## config.mk

```make
export PLATFORM = sky130hd
export DESIGN_NAME = fma16_issue_flat
export DESIGN_NICKNAME = d
export VERILOG_FILES = /design/src/rtl/fma16_issue_if.sv /design/src/rtl/fma16_issue.sv /design/src/flat_wrapper.sv
export SDC_FILE = /design/constraint.sdc
export NUM_CORES = 1
export LEC_CHECK = 0
export BUFFER_PORTS_ARGS = -buffer_cell sky130_fd_sc_hd__clkbuf_2
export CAP_MARGIN = 20
export CORE_MARGIN = 1.5
export CORE_UTILIZATION = 55
export CTS_CLUSTER_DIAMETER = 40
export DETAILED_ROUTE_END_ITERATION = 8
export PLACE_DENSITY = 0.74
export SYNTH_ARGS = -nofsm -noshare
export SYNTH_HDL_FRONTEND = slang
export SYNTH_SLANG_ARGS = --single-unit
```

## constraint.sdc

```tcl
create_clock -name clk -period 3.7 [get_ports clk]
set_input_delay 0.555 -clock clk [delete_from_list [all_inputs] [get_ports clk]]
set_output_delay 0.555 -clock clk [all_outputs]
set_load 0.02 [all_outputs]
```

## src/rtl/fma16_issue_if.sv

```systemverilog
// fma16_issue_if
//   Command and result channels of the fp16 FMA issue stage.
//   Both channels use the same handshake. A transfer happens on a rising
//   clk edge where valid and ready are both high. A producer holds valid
//   and its payload steady until that transfer. Ready may change freely.
//   Ports (signals):
//     in_valid/in_ready     command handshake
//     in_op/in_x/in_y/in_z  opcode and fp16 operands
//     in_rm/in_tag          rounding mode and opaque ID
//     out_valid/out_ready   result handshake
//     out_result/out_tag    captured fp16 result and its ID
//   Modports: master = upstream producer / downstream consumer side,
//             slave  = the issue stage itself.
interface fma16_issue_if;
   logic        in_valid;
   logic        in_ready;
   logic [2:0]  in_op;
   logic [15:0] in_x;
   logic [15:0] in_y;
   logic [15:0] in_z;
   logic [1:0]  in_rm;
   logic [3:0]  in_tag;
   logic        out_valid;
   logic        out_ready;
   logic [15:0] out_result;
   logic [3:0]  out_tag;

   modport master (
      output in_valid, in_op, in_x, in_y, in_z, in_rm, in_tag,
      input  in_ready,
      input  out_valid, out_result, out_tag,
      output out_ready
   );

   modport slave (
      input  in_valid, in_op, in_x, in_y, in_z, in_rm, in_tag,
      output in_ready,
      output out_valid, out_result, out_tag,
      input  out_ready
   );
endinterface

```

## src/rtl/fma16_issue.sv

```systemverilog
// fma16_issue
//   Issue/sequencing stage in front of a combinational fp16 multiply-add
//   unit. Commands are buffered in a DEPTH-entry FIFO. Each popped command
//   is decoded into mul/add/negr/negz controls and its operands are held on
//   the fma_* outputs for SETTLE cycles. fma_result is then captured and
//   returned with the command tag.
//   Ports:
//     clk, reset        rising-edge clock, async active-high reset
//     bus (slave)       command channel in, result channel out
//     fma_x/y/z, fma_rm operands and rounding mode to the FMA unit
//     fma_mul/add/negr/negz  decoded controls to the FMA unit
//     fma_result        combinational result from the FMA unit
//     err_op            one-cycle pulse after an illegal opcode is dropped
//     busy              FIFO non-empty or sequencer not idle
//     dbg_state         current sequencer state (IDLE=0, EXEC=1, HOLD=2)
module fma16_issue #(
   parameter int DEPTH  = 4,
   parameter int SETTLE = 2
) (
   input  logic          clk,
   input  logic          reset,
   fma16_issue_if.slave  bus,
   output logic [15:0]   fma_x,
   output logic [15:0]   fma_y,
   output logic [15:0]   fma_z,
   output logic          fma_mul,
   output logic          fma_add,
   output logic          fma_negr,
   output logic          fma_negz,
   output logic [1:0]    fma_rm,
   input  logic [15:0]   fma_result,
   output logic          err_op,
   output logic          busy,
   output logic [1:0]    dbg_state
);

   localparam int AW = $clog2(DEPTH);
   // cnt only has to hold SETTLE-1
   localparam int CW = (SETTLE > 1) ? $clog2(SETTLE) : 1;

   typedef enum logic [1:0] {
      IDLE = 2'd0,
      EXEC = 2'd1,
      HOLD = 2'd2
   } state_t;

   typedef struct packed {
      logic [2:0]  op;
      logic [15:0] x;
      logic [15:0] y;
      logic [15:0] z;
      logic [1:0]  rm;
      logic [3:0]  tag;
   } cmd_t;

   // Returns {mul, add, negr, negz}
   function automatic logic [3:0] decode(input logic [2:0] op);
      logic [3:0] c;
      c = 4'b0000;
      case (op)
         3'b000:  c = 4'b0100;  // fadd
         3'b001:  c = 4'b0101;  // fsub
         3'b010:  c = 4'b1000;  // fmul
         3'b011:  c = 4'b1100;  // fmadd
         3'b100:  c = 4'b1101;  // fmsub
         3'b101:  c = 4'b1110;  // fnmadd
         3'b110:  c = 4'b1111;  // fnmsub
         default: c = 4'b0000;  // never enqueued
      endcase
      return c;
   endfunction

   cmd_t          mem [DEPTH];
   cmd_t          cmd_in;
   cmd_t          head;
   logic [AW-1:0] wr_ptr;
   logic [AW-1:0] rd_ptr;
   logic [AW:0]   count;
   logic          full;
   logic          empty;
   logic          illegal;
   logic          push;
   logic          pop;

   state_t        state;
   logic [CW-1:0] cnt;
   logic [3:0]    cur_tag;
   logic          out_valid_q;
   logic [15:0]   out_result_q;
   logic [3:0]    out_tag_q;

   assign cmd_in  = {bus.in_op, bus.in_x, bus.in_y, bus.in_z, bus.in_rm, bus.in_tag};
   assign head    = mem[rd_ptr];
   assign full    = (count == (AW+1)'(DEPTH));
   assign empty   = (count == '0);
   assign illegal = (bus.in_op == 3'b111);

   // in_ready depends only on registered occupancy, so a pop on the same
   // edge never frees a slot for a push that is waiting on a full FIFO.
   assign bus.in_ready = !full;
   assign push = bus.in_valid && !full && !illegal;

   // Pop uses the occupancy before the edge, so a command pushed on the
   // edge where the FIFO empties is popped one edge later. HOLD always has
   // out_valid high, so out_ready alone completes the result handshake.
   assign pop = !empty && ((state == IDLE) || ((state == HOLD) && bus.out_ready));

   assign bus.out_valid  = out_valid_q;
   assign bus.out_result = out_result_q;
   assign bus.out_tag    = out_tag_q;
   assign busy           = !empty || (state != IDLE);
   assign dbg_state      = state;

   // The storage array has no reset. Entries are written before they can be read.
   always_ff @(posedge clk) begin
      if (push) begin
         mem[wr_ptr] <= cmd_in;
      end
   end

   always_ff @(posedge clk or posedge reset) begin
      if (reset) begin
         wr_ptr <= '0;
         rd_ptr <= '0;
         count  <= '0;
      end else begin
         if (push) begin
            wr_ptr <= wr_ptr + AW'(1);
         end
         if (pop) begin
            rd_ptr <= rd_ptr + AW'(1);
         end
         case ({push, pop})
            2'b10:   count <= count + (AW+1)'(1);
            2'b01:   count <= count - (AW+1)'(1);
            default: count <= count;
         endcase
      end
   end

   always_ff @(posedge clk or posedge reset) begin
      if (reset) begin
         state        <= IDLE;
         cnt          <= '0;
         cur_tag      <= '0;
         fma_x        <= '0;
         fma_y        <= '0;
         fma_z        <= '0;
         fma_rm       <= '0;
         fma_mul      <= 1'b0;
         fma_add      <= 1'b0;
         fma_negr     <= 1'b0;
         fma_negz     <= 1'b0;
         out_valid_q  <= 1'b0;
         out_result_q <= '0;
         out_tag_q    <= '0;
         err_op       <= 1'b0;
      end else begin
         err_op <= bus.in_valid && !full && illegal;

         // The fma_* registers change only on a pop. They keep the last
         // command while idle.
         if (pop) begin
            fma_x   <= head.x;
            fma_y   <= head.y;
            fma_z   <= head.z;
            fma_rm  <= head.rm;
            {fma_mul, fma_add, fma_negr, fma_negz} <= decode(head.op);
            cur_tag <= head.tag;
            cnt     <= CW'(SETTLE - 1);
         end

         case (state)
            IDLE: begin
               if (pop) begin
                  state <= EXEC;
               end
            end
            EXEC: begin
               if (cnt == '0) begin
                  out_result_q <= fma_result;
                  out_tag_q    <= cur_tag;
                  out_valid_q  <= 1'b1;
                  state        <= HOLD;
               end else begin
                  cnt <= cnt - CW'(1);
               end
            end
            HOLD: begin
               if (bus.out_ready) begin
                  out_valid_q <= 1'b0;
                  state       <= pop ? EXEC : IDLE;
               end
            end
            default: state <= IDLE;
         endcase
      end
   end

endmodule

```

## src/flat_wrapper.sv

```systemverilog
// flat-port wrapper written by rule: the top's interface ports become plain ports
module fma16_issue_flat 
#(
   parameter int DEPTH  = 4,
   parameter int SETTLE = 2
)
  (clk, reset, fma_x, fma_y, fma_z, fma_mul, fma_add, fma_negr, fma_negz, fma_rm, fma_result, err_op, busy, dbg_state, bus_in_valid, bus_in_op, bus_in_x, bus_in_y, bus_in_z, bus_in_rm, bus_in_tag, bus_in_ready, bus_out_valid, bus_out_result, bus_out_tag, bus_out_ready);
  fma16_issue_if bus_i ();
  input  logic clk;
  input  logic reset;
  output logic [15:0] fma_x;
  output logic [15:0] fma_y;
  output logic [15:0] fma_z;
  output logic fma_mul;
  output logic fma_add;
  output logic fma_negr;
  output logic fma_negz;
  output logic [1:0] fma_rm;
  input  logic [15:0] fma_result;
  output logic err_op;
  output logic busy;
  output logic [1:0] dbg_state;
  input wire logic [$bits(bus_i.in_valid)-1:0] bus_in_valid;
  input wire logic [$bits(bus_i.in_op)-1:0] bus_in_op;
  input wire logic [$bits(bus_i.in_x)-1:0] bus_in_x;
  input wire logic [$bits(bus_i.in_y)-1:0] bus_in_y;
  input wire logic [$bits(bus_i.in_z)-1:0] bus_in_z;
  input wire logic [$bits(bus_i.in_rm)-1:0] bus_in_rm;
  input wire logic [$bits(bus_i.in_tag)-1:0] bus_in_tag;
  output wire logic [$bits(bus_i.in_ready)-1:0] bus_in_ready;
  output wire logic [$bits(bus_i.out_valid)-1:0] bus_out_valid;
  output wire logic [$bits(bus_i.out_result)-1:0] bus_out_result;
  output wire logic [$bits(bus_i.out_tag)-1:0] bus_out_tag;
  input wire logic [$bits(bus_i.out_ready)-1:0] bus_out_ready;
  assign bus_i.in_valid = bus_in_valid;
  assign bus_i.in_op = bus_in_op;
  assign bus_i.in_x = bus_in_x;
  assign bus_i.in_y = bus_in_y;
  assign bus_i.in_z = bus_in_z;
  assign bus_i.in_rm = bus_in_rm;
  assign bus_i.in_tag = bus_in_tag;
  assign bus_in_ready = bus_i.in_ready;
  assign bus_out_valid = bus_i.out_valid;
  assign bus_out_result = bus_i.out_result;
  assign bus_out_tag = bus_i.out_tag;
  assign bus_i.out_ready = bus_out_ready;
  fma16_issue #(.DEPTH(DEPTH), .SETTLE(SETTLE)) u_core (.clk(clk), .reset(reset), .bus(bus_i), .fma_x(fma_x), .fma_y(fma_y), .fma_z(fma_z), .fma_mul(fma_mul), .fma_add(fma_add), .fma_negr(fma_negr), .fma_negz(fma_negz), .fma_rm(fma_rm), .fma_result(fma_result), .err_op(err_op), .busy(busy), .dbg_state(dbg_state));
endmodule
```

==> reports/metrics.csv <==
stage,metric,value,unit
global_routing,gr ovfl total,0,
worst_setup_path,type of origin of the critical path,flip-flop,
floorplanning,row cnt,54,
placement,placed instance count,958,
layout,"commonest non-fill, non-tap cells in the layout","228 x edfxtp_1, 156 x clkbuf_2, 88 x dfrtp_1",
worst_setup_path,cell mode on critical path,or3_1,
worst_setup_path,"CP delay by family, top",simple AND/OR/NAND/NOR gates,
clocking,TritonCTS buffer count,36,
logic_synthesis,synthesized instance count,538,
min_path,Hold Path Class,in2async,
floorplanning,top-level I/O count,157,
timing,Worst Clk Skew,0.0153,ns
timing,Final Hold Viols,0,
logic_synthesis,Post-Synth XOR/XNOR Area,0.580,%
routing,residual DRC count,0,
logic_synthesis,post-synthesis cell area,0.0121,mm2
timing,fin crit period,2.50,ns
clocking,"Hold-fix buffers, CTS",0,
logic_synthesis,Synth area leader,edfxtp_1,
worst_setup_path,WP data arrival,1.94,ns
global_routing,initial antenna violation count,0,
clocking,setup bufs post-CTS,0,
routing,drt via density,5.56,
worst_setup_path,CP max FO,8,
timing,Setup-failing EPs final,0,
logic_synthesis,Synth cell types,38,
layout,share of layout cells above drive strength 1,49.1,%
pwr,clock network power share,27.1,%
clocking,clock root buffer,clkbuf_16,
routing,final wirelength,22300,um
clocking,clock slew at reported path FFs,0.06,ns
routing,Pre-antenna DRT Iters,4,
placement,post-DP HPWL,13300,um
worst_setup_path,R2R Setup Slk,1.21,ns
logic_synthesis,compound-cell area share of the yosys netlist,0.621,%
logic_synthesis,Post-Synth Adder-Cell Area,0.683,%
logic_synthesis,mux cell area share after synthesis,19.3,%
worst_setup_path,CP Buf/Inv Count,1,
floorplanning,Core Area,0.0217,mm2
worst_setup_path,worst-path cell chain,or3_1 -> or3_1 -> clkbuf_2,
placement,routability cong.,0.760,
pwr,Internal,0.00916,W
layout,Inserted Diodes,0,
worst_setup_path,Crit-path slowest cell,or3_1,
job,Max-Cap Viols,0,
outcome,status,"finished, final reports clean",
logic_synthesis,"top cells by area, synth","edfxtp_1 57%, dfrtp_1 19%, mux4_2 11%",
timing,RSZ-0062 raised after global routing,false,
pwr,Power Dens Cells,920,mW/mm2
clocking,Skew-Pair Late Insertion Delay,0.50,ns
logic_synthesis,Yosys warnings,0,
timing,fin crit share,67.5,%
floorplanning,Die W,151,um
clocking,clk sinks,318,
global_routing,Total GRT Usage,20.1,%
placement,placed cell area,0.0131,mm2
timing,Slew headroom,39.5,%
pwr,Switch Pwr,0.00401,W
logic_synthesis,post-synthesis sequential area ratio,75.3,%
global_routing,number of global-route vias before repair,6079,
logic_synthesis,Post-Syn Area per Cell,22.5,um2
clocking,Resized Gates After CTS,0,
logic_synthesis,"Net Count, Synth",621,
layout,"commonest non-fill, non-tap cell in the layout",edfxtp_1,
logic_synthesis,area share of and/or/nand/nor cells after synthesis,1.37,%
clocking,TritonCTS clock tree,built,
timing,Fmax,0.400,GHz
worst_setup_path,WP data required,3.14,ns
floorplanning,die area,0.0229,mm2
routing,starting DRC count in detailed routing,293,
layout,Final Util,66.0,%
floorplanning,Die Y-Extent,151,um
pwr,Sw Share,30.4,%
logic_synthesis,largest family of logic cells by synthesized area,multiplexers,
timing,slew at the pin closest to its max-slew limit,0.907,ns
global_routing,largest net degree at the start of global routing,58,
floorplanning,Initial Utilization,55.7,%
layout,Area Overhead vs Synth,18.4,%
global_routing,first-pass GRT wire length,34000,um
routing,wire per inst,21.8,um
worst_setup_path,Crit Path Category,reg2out,
clocking,number of H-tree levels,2,
layout,Finished Layout Cells,1022,
worst_setup_path,Max stage delay on crit path,0.52,ns
timing,setup TNS,0,ns
routing,Vias,5685,
placement,PortBufs,156,
pwr,Peak VDD IR,0.559,mV
logic_synthesis,top cell type's share of synthesized area,56.6,%
clocking,Clock Tree Buf Depth,3,
timing,"Slew Viols, Final",0,
worst_setup_path,critical path capture point type,output pin,
pwr,leakage,5.49,nW
logic_synthesis,#FFs+latches synth,318,
pwr,Comb pwr share,31.5,%
pwr,Reg power frac,41.4,%
layout,Finished Cell Area,0.0143,mm2
layout,Final nets,799,
routing,ANT nets after route,0,
[registers in the layout, indices dropped and copies added, names as in the netlist, 3 cells and up]
register and count:
u_core.fma_z 16, u_core.bus.out_tag 4, u_core.mem 228, u_core.count 3, u_core.cur_tag 4, u_core.fma_x 16
u_core.bus.out_result 16, u_core.fma_y 16
[synthesized netlist by cell type]
| cell type | instances |
|---|---|
| edfxtp_1 | 228 |
| dfrtp_1 | 90 |
| mux4_2 | 57 |
| mux2_4 | 53 |
| mux2_2 | 22 |
| inv_1 | 10 |
| buf_2 | 7 |
| buf_12 | 6 |
| buf_1 | 5 |
| ha_1 | 5 |
| nor2_1 | 5 |
| xnor2_1 | 5 |
| a31oi_1 | 4 |
| and2_1 | 4 |
| buf_4 | 3 |
| nand2b_1 | 3 |
| xor2_1 | 3 |
| and3_1 | 2 |
| buf_6 | 2 |
| nand2_1 | 2 |
| nand4_1 | 2 |
| nor3_1 | 2 |
| o22ai_1 | 2 |
| or3_1 | 2 |
| a21o_1 | 1 |
| and3_4 | 1 |
| clkbuf_1 | 1 |
| fa_1 | 1 |
| mux2i_1 | 1 |
| nand3_1 | 1 |
| nand3b_1 | 1 |
| nor2b_1 | 1 |
| o2111ai_1 | 1 |
| o21a_1 | 1 |
| o21ai_0 | 1 |
| o32ai_1 | 1 |
| or3b_1 | 1 |
| or3b_2 | 1 |
[through the flow]
| stage | setup slack (ns) | hold slack, ns | power, W |
|---|---|---|---|
| floorplan | 0.810 | 0.469 | 0.00866 |
| global route | 1.05 | 0.222 | 0.0138 |
| detailed placement | 1.07 | 0.496 | 0.00972 |
| global placement | 1.13 | 0.487 | 0.00955 |
| finish | 1.20 | 0.168 | 0.0132 |
| CTS | 1.18 | 0.179 | 0.0133 |
[kinds of logic (layout without fill, tap and decap cells)]
kind of cell             count (synthesis)  in the layout
adder cells (fa/ha/maj)                  6              6
multiplexers                           133            133
AND/OR/NAND/NOR                         28             28
flip-flops                             318            318
AO/OA/AOI/OAI                           11             11
buffers and inverters                   34            238
XOR/XNOR                                 8              8
[power groups by stage]
| stage | sequential [W] | clock (W) | combinational (W) |
|---|---|---|---|
| floorplan | 0.00578 | 0 | 0.00288 |
| global placement | 0.00547 | 0 | 0.00409 |
| detailed placement | 0.00552 | 0 | 0.00420 |
| CTS | 0.00547 | 0.00362 | 0.00422 |
| global route | 0.00556 | 0.00377 | 0.00443 |
| finish | 0.00545 | 0.00357 | 0.00414 |
[layer usage]
layer / share of wire [%] / track usage (%) / vias up
li1: - / - / 2500
met1: 40 / 25.8 / 2938
met2: 51 / 33.9 / 202
met3: 7.5 / 5.27 / 45
met4: 2.2 / 5.87 / 0
met5: 0 / 0 / -
[path summary, 6_finish.rpt]
check,start,to,depth (start not counted)
worst max-delay path,u_core.count[0]$_DFFE_PP0P_,busy,3
worst min-delay path,reset,u_core.fma_y[3]$_DFFE_PP0P_,2
worst max register to register,u_core.count[0]$_DFFE_PP0P_,u_core.count[2]$_DFFE_PP0P_,8
worst min register to register,u_core.bus.out_result[10]$_DFFE_PP0P_,u_core.bus.out_result[10]$_DFFE_PP0P_,1
max in group asynchronous,reset,u_core.fma_z[5]$_DFFE_PP0P_,3
min in group clk,bus_in_tag[1],u_core.mem[2][1]$_DFFE_PP_,1
[cell type report]
cell class                 count  area, um2
multi-input combinational    186       2750
fill                        1408       7380
clock inverter                18        216
timing repair buffer         164        853
clock buffer                  46       1000
tap                          280        350
sequential                   318       9100
inverter                      10       40.0
No activity file was read; power rests on OpenSTA's default activity.
